$ cat src/rtl/dispatch_pkg.sv
// dispatch_pkg: widths and error-flag bit positions shared by
// the tagged dispatch FIFO bank and its per-channel FIFOs.
package dispatch_pkg;

    localparam int ERR_OVERFLOW  = 0;
    localparam int ERR_UNDERFLOW = 1;
    localparam int ERR_BAD_TAG   = 2;
    localparam int NUM_ERR       = 3;

    // Tag width; a single bit is kept even for a degenerate bank.
    function automatic int tag_bits(input int n);
        return (n > 1) ? $clog2(n) : 1;
    endfunction

    // Address bits plus one wrap bit.
    function automatic int ptr_bits(input int depth);
        return $clog2(depth) + 1;
    endfunction

endpackage

$ cat src/rtl/dispatch_channel_fifo.sv
// dispatch_channel_fifo: one first-word-fall-through circular FIFO.
// Ports: clk, rst (sync, active high), push/data_in write side,
// pop read strobe, data_out head word (0 when empty), full, empty.
module dispatch_channel_fifo
    import dispatch_pkg::*;
#(
    parameter int WIDTH = 8,
    parameter int DEPTH = 4
) (
    input  logic             clk,
    input  logic             rst,
    input  logic             push,
    input  logic             pop,
    input  logic [WIDTH-1:0] data_in,
    output logic [WIDTH-1:0] data_out,
    output logic             full,
    output logic             empty
);

    localparam int PW = ptr_bits(DEPTH);
    localparam int AW = PW - 1;

    logic [WIDTH-1:0] mem [DEPTH];
    logic [PW-1:0]    rptr;
    logic [PW-1:0]    wptr;
    logic             do_push;
    logic             do_pop;

    assign empty = (rptr == wptr);
    // Same slot, different lap: writer is a full lap ahead.
    assign full  = (rptr[AW-1:0] == wptr[AW-1:0]) &&
                   (rptr[AW] != wptr[AW]);

    assign do_push = push & ~full;
    assign do_pop  = pop & ~empty;

    always_ff @(posedge clk) begin
        if (rst) begin
            rptr <= '0;
            wptr <= '0;
        end else begin
            if (do_push) wptr <= wptr + PW'(1);
            if (do_pop)  rptr <= rptr + PW'(1);
        end
    end

    always_ff @(posedge clk) begin
        if (do_push && !rst) mem[wptr[AW-1:0]] <= data_in;
    end

    assign data_out = empty ? '0 : mem[rptr[AW-1:0]];

endmodule

$ cat src/rtl/tagged_dispatch_fifos.sv
// tagged_dispatch_fifos: demultiplexes one tagged write stream into
// NUM_FIFOS independent FIFOs, optionally redirecting round-robin.
// Ports: clk, rst (sync, active high); push, tag_in, data_in,
// ready, acc_tag (write side); pop, flat_data_out, full, empty
// (per channel); err_overflow, err_underflow, err_bad_tag (sticky).
module tagged_dispatch_fifos
    import dispatch_pkg::*;
#(
    parameter int NUM_FIFOS = 4,
    parameter int WIDTH     = 8,
    parameter int DEPTH     = 4,
    parameter int TAGWIDTH  = tag_bits(NUM_FIFOS),
    parameter int REDIRECT  = 0
) (
    input  logic                       clk,
    input  logic                       rst,
    input  logic                       push,
    input  logic [TAGWIDTH-1:0]        tag_in,
    input  logic [WIDTH-1:0]           data_in,
    output logic                       ready,
    output logic [TAGWIDTH-1:0]        acc_tag,
    input  logic [NUM_FIFOS-1:0]       pop,
    output logic [NUM_FIFOS*WIDTH-1:0] flat_data_out,
    output logic [NUM_FIFOS-1:0]       full,
    output logic [NUM_FIFOS-1:0]       empty,
    output logic                       err_overflow,
    output logic                       err_underflow,
    output logic                       err_bad_tag
);

    logic [31:0]          tag_ext;
    logic [31:0]          cand;
    logic                 bad_tag;
    logic                 req_full;
    logic                 found;
    logic [NUM_FIFOS-1:0] wr;
    logic [NUM_ERR-1:0]   err_q;

    assign tag_ext = 32'(tag_in);

    // Selection looks only at registered full, so a pop in the same
    // cycle never frees space for the push.
    always_comb begin
        bad_tag  = (tag_ext >= 32'(NUM_FIFOS));
        req_full = 1'b0;
        cand     = '0;
        found    = 1'b0;
        acc_tag  = tag_in;
        ready    = 1'b0;
        for (int j = 0; j < NUM_FIFOS; j++) begin
            if (tag_ext == 32'(j)) req_full = full[j];
        end
        if (REDIRECT != 0) begin
            // Offset 0 is the requested channel itself.
            for (int k = 0; k < NUM_FIFOS; k++) begin
                cand = tag_ext + 32'(k);
                if (cand >= 32'(NUM_FIFOS)) begin
                    cand = cand - 32'(NUM_FIFOS);
                end
                for (int j = 0; j < NUM_FIFOS; j++) begin
                    if (!found && cand == 32'(j) && !full[j]) begin
                        found   = 1'b1;
                        acc_tag = TAGWIDTH'(j);
                    end
                end
            end
        end
        if (bad_tag) begin
            ready = 1'b0;
        end else if (REDIRECT != 0) begin
            ready = found;
        end else begin
            ready = !req_full;
        end
    end

    for (genvar i = 0; i < NUM_FIFOS; i++) begin : g_ch
        assign wr[i] = push & ready & (acc_tag == TAGWIDTH'(i));

        dispatch_channel_fifo #(
            .WIDTH (WIDTH),
            .DEPTH (DEPTH)
        ) u_fifo (
            .clk      (clk),
            .rst      (rst),
            .push     (wr[i]),
            .pop      (pop[i]),
            .data_in  (data_in),
            .data_out (flat_data_out[i*WIDTH +: WIDTH]),
            .full     (full[i]),
            .empty    (empty[i])
        );
    end

    // A bad tag is reported on its own flag, not as an overflow.
    always_ff @(posedge clk) begin
        if (rst) begin
            err_q <= '0;
        end else begin
            if (push && !ready && !bad_tag) err_q[ERR_OVERFLOW] <= 1'b1;
            if (push && bad_tag)            err_q[ERR_BAD_TAG]  <= 1'b1;
            if (|(pop & empty))             err_q[ERR_UNDERFLOW] <= 1'b1;
        end
    end

    assign err_overflow  = err_q[ERR_OVERFLOW];
    assign err_underflow = err_q[ERR_UNDERFLOW];
    assign err_bad_tag   = err_q[ERR_BAD_TAG];

endmodule
$ cat config.mk
export PLATFORM = sky130hd
export DESIGN_NAME = tagged_dispatch_fifos
export DESIGN_NICKNAME = d
export VERILOG_FILES = /design/src/rtl/dispatch_pkg.sv /design/src/rtl/dispatch_channel_fifo.sv /design/src/rtl/tagged_dispatch_fifos.sv
export SDC_FILE = /design/constraint.sdc
export NUM_CORES = 1
export LEC_CHECK = 0
export CAP_MARGIN = 10
export CORE_MARGIN = 1
export CORE_UTILIZATION = 50
export CTS_CLUSTER_SIZE = 40
export DETAILED_ROUTE_END_ITERATION = 8
export GPL_ROUTABILITY_DRIVEN = 1
export GPL_TIMING_DRIVEN = 0
export PLACE_DENSITY = 0.73
export SYNTH_ARGS = -nofsm -noshare
export SYNTH_HDL_FRONTEND = slang
export SYNTH_SLANG_ARGS = --single-unit
$ cat constraint.sdc
create_clock -name clk -period 2.3 [get_ports clk]
set_clock_uncertainty 0.1 [all_clocks]
set_input_delay 0.46 -clock clk [delete_from_list [all_inputs] [get_ports clk]]
set_output_delay 0.46 -clock clk [all_outputs]
set_load 0.02 [all_outputs]
==> qor.csv <==
stage;metric;value;unit
outcome;outcome;finished, violations left;
outcome;failing checks;negative setup slack;
timing;setup TNS;-0.1546;ns
detailed_routing;number of remaining DRC errors;0;
setup_path;crit end category;output port;
power;P per Cell Area;802.9;nW/um^2
setup_path;Worst Path Buf+Inv;3;
global_route;overall fraction of global-route tracks in use;20.46;%
power;clock power share;36.2;%
power;maximum vdd drop;0.0005050;V
detailed_routing;drt pass-1 iters;4;
final_layout;nets;568;
setup_path;flop2flop setup slack;0.13;ns
detailed_routing;Final ANT Viol Nets;0;
floorplanning;row cnt;42;
floorplanning;total die area;14000;sq um
detailed_routing;initial drt markers;313;
final_layout;area of the multi-input gates;2322;sq um
synthesis;Synth Instances;419;
worst_hold_path;hold path endpoint;err_q[0]$_SDFFE_PP0P_;
synthesis;Async S/R FF share, synth;0;%
clock_network;CTS Sinks;162;
clock_network;clock-pin slew on the worst setup and hold paths;0.06;ns
timing;Worst Max-Slew Pin Slew;0.7539;ns
setup_path;CP max stage delay;0.48;ns
timing;Slew headroom;49.58;%
power;combinational fraction of design power;17.6;%
placement;Port Buffers;59;
placement;RePlAce Congestion;0.8384;
power;Tot Pwr;7.068;mW
floorplanning;Initial Util;51.08;%
final_layout;Layout area overhead;30.15;%
global_route;grt ovf;0;
power;Net Sw Frac;24.17;%
worst_hold_path;hold_sp;rst;
setup_path;CP max stage cell;mux4_2;
timing;RSZ-0062 raised after global routing;true;
synthesis;Yosys cell types;38;
detailed_routing;WL/cell;19.36;microns
floorplanning;core region area;13240;sq um
setup_path;R2R depth;4;
final_layout;# diodes;0;
final_layout;sequential cell area;4559;sq um
timing;Final setup viols;13;
global_route;largest net degree at the start of global routing;17;
clock_network;CTS tree;done;
synthesis;Syn Std Cell Area;6764;sq um
final_layout;fin cells;720;
final_layout;post-route cell area;8803;sq um
setup_path;WP data required;1.74;ns
synthesis;syn nets;456;
final_layout;share of layout cells above drive strength 1;41.54;%
timing;Fmax;429.9;MHz
setup_path;worst flop-to-flop path endpoint;g_ch[0].u_fifo.mem[0][7]$_DFFE_PP_;
timing;Final Hold Vio Count;0;
final_layout;FILL cells;923;
clock_network;CTS Buf Count;17;
clock_network;Longest Clk Path Bufs;2;
global_route;number of antenna violations at the first check in global routing;0;
synthesis;#FFs+latches synth;162;
timing;period utilization;101.1;%
floorplanning;Die Span X;118.3;microns
synthesis;register area share after synthesis;66.89;%
floorplanning;Die H;118.3;microns
synthesis;yosys warns;0;
power;P_sw;1.708;mW
global_route;first-pass GRT wire length;20960;microns
timing;final hold slack;0.3662;ns
job;max cap viols;0;
placement;dpl ws;-0.7257;ns
worst_hold_path;Hold Crit Class;input pin to flip-flop;
setup_path;Critical Path Start Type;flip-flop;
synthesis;Post-synth EDFFs;128;
detailed_routing;Vias;3821;
synthesis;Yosys top cell area share;56.83;%
setup_path;Critical Path, Cell by Cell;buf_8 > buf_6 > mux4_2 > nor2b_1 > buf_4;
clock_network;H-tree levels;4;
setup_path;CP Max Fanout;8;
placement;DP Cell Count;654;
synthesis;Synth area leader;edfxtp_1;
timing;Slew Viols, Final;0;
clock_network;Root Buffer;clkbuf_16;
timing;final worst slack;-0.02637;ns
setup_path;Data arrival, critical path;1.77;ns
clock_network;hold buffer count at CTS;0;
clock_network;Clock Latency Late Sink;0.42;ns
setup_path;kind of critical path;flip-flop to output port;
power;Lkg Pwr;3.224;nW
power;P_int;5.360;mW
floorplanning;Top Ports;63;
detailed_routing;vias per std cell;5.307;
synthesis;Primary FF master, synth;edfxtp_1;
worst_hold_path;hold path depth;3;
setup_path;R2R Path Start;g_ch[0].u_fifo.wptr[0]$_SDFFE_PP0P_;
placement;area post-placement;7575;sq um
synthesis;Area contributors post-synth;edfxtp_1, mux4_2, dfxtp_1;
timing;Final min period;2.326;ns
final_layout;Layout Utilization;66.48;%
placement;HPWL after DPL;8205;microns
global_route;vias in the first global route;3938;
power;sequential power share;46.2;%
setup_path;CP top delay family;multiplexers;
detailed_routing;Post-Route WL;13940;microns
synthesis;Mean Syn Cell Area;16.14;sq um
## synthesized netlist by cell type (2+ instances only)
library cell  count
buf_4            11
buf_2             6
nand3b_1          4
clkbuf_1          5
and3_1            6
nand2_1           3
edfxtp_1        128
nor2_1           32
a31oi_1           2
nor3_1            2
nor2b_1          35
mux2_2            2
nand4_1           3
buf_1             6
inv_1            12
nand3_1           5
dfxtp_1          34
a21oi_1           7
ha_1             20
xnor2_1          12
and3b_1           3
xor2_1           14
and2_1           10
mux2i_1           7
mux4_2           32
nand2b_1          6
## worst min-delay path, stage by stage
cell	delay, ns
buf_2	0.18
nand2b_1	0.13
o22ai_1	0.05
## flip-flops by register name (all words and copies together), names as in the netlist, named ones only
signal            count
err_q                 2
g_ch.u_fifo.mem     128
g_ch.u_fifo.rptr     12
g_ch.u_fifo.wptr     12
## per-layer routing
metal | track usage (%) | up-vias | share of wire, %
met5 | 0 | - | 0
met4 | 5.769 | 0 | 1.7
met3 | 4.923 | 15 | 6.3
met2 | 34.52 | 112 | 52
met1 | 26.40 | 1929 | 40
li1 | - | 1765 | -
## cell usage in the layout (no fill, tap or decap), types with 4 or more instances in the layout
cell | Yosys | final
xor2_1 | 14 | 10
inv_1 | 12 | 12
mux4_2 | 32 | 32
ha_1 | 20 | 20
and3b_2 | 1 | 4
dfxtp_1 | 34 | 8
edfxtp_1 | 128 | 128
nor2_1 | 32 | 32
buf_2 | 6 | 12
and3_1 | 6 | 5
and2_1 | 10 | 7
clkbuf_1 | 5 | 7
nand3b_1 | 4 | 4
xor2_2 | 0 | 4
nor2b_4 | 0 | 15
dfxtp_2 | 0 | 25
xnor2_1 | 12 | 4
clkinvlp_4 | 0 | 5
clkdlybuf4s50_1 | 0 | 16
clkbuf_16 | 0 | 17
nor2b_1 | 35 | 20
nand2b_1 | 6 | 6
nand3_1 | 5 | 5
buf_6 | 0 | 36
xnor2_2 | 0 | 5
mux2i_1 | 7 | 7
a21oi_1 | 7 | 4
buf_4 | 11 | 39
## worst max path at each step
stage                                                   start                                 end  slack (ns)  cells after the start
after detailed placement                                 push  g_ch[0].u_fifo.mem[3][2]$_DFFE_PP_       -0.73                      6
after global placement                                   push  g_ch[0].u_fifo.mem[3][6]$_DFFE_PP_       -0.71                      6
after floorplan                                     tag_in[0]  g_ch[0].u_fifo.mem[3][0]$_DFFE_PP_        0.25                      5
after global routing      g_ch[0].u_fifo.rptr[2]$_SDFFE_PP0P_                            empty[0]       -0.10                      5
final                                               flip-flop                   flat_data_out[14]       -0.03                      5
after CTS                                           flip-flop                    flat_data_out[8]       -0.09                      5
## timing repair
| action | in CTS | in global routing |
|---|---|---|
| setup buffers | 28 | 11 |
| endpoints found under the hold margin | 0 | 0 |
| pin swaps | 8 | 7 |
| resized for setup | 211 | 108 |
| setup endpoints to repair | 66 | 111 |
## cell families (layout without fill, tap and decap cells)
kind of cell,count (synthesis),count (layout),synth area share [%]
buffers and inverters,41,166,3.015
muxes,41,41,12.02
AOI/OAI and AO/OA,12,12,1.165
adders and majority gates,20,20,3.700
and+or+nand+nor,116,116,9.786
xor gates and xnor gates,26,26,3.367
DFF,162,162,66.89
other,1,1,0.05544
## power by group through the flow
stage / combinational [mW] / sequential [mW] / clock, mW
after detailed placement: 0.929 / 3.30 / 0
after CTS: 0.993 / 3.26 / 2.58
after floorplan: 0.564 / 3.29 / 0
after global routing: 1.32 / 3.27 / 2.70
final: 1.24 / 3.27 / 2.56
after global placement: 0.911 / 3.30 / 0
## area by class of cell
type                            count  area share (%)
Clock buffer                       23           5.088
Timing Repair Buffer               98           10.38
Sequential cell                   162           51.79
Clock inverter                      9          0.9522
Inverter                           12          0.5117
Multi-Input combinational cell    216           26.38
Tap cell                          176           2.501
Buffer                             24           2.402
(Power assumes the default switching activity.)
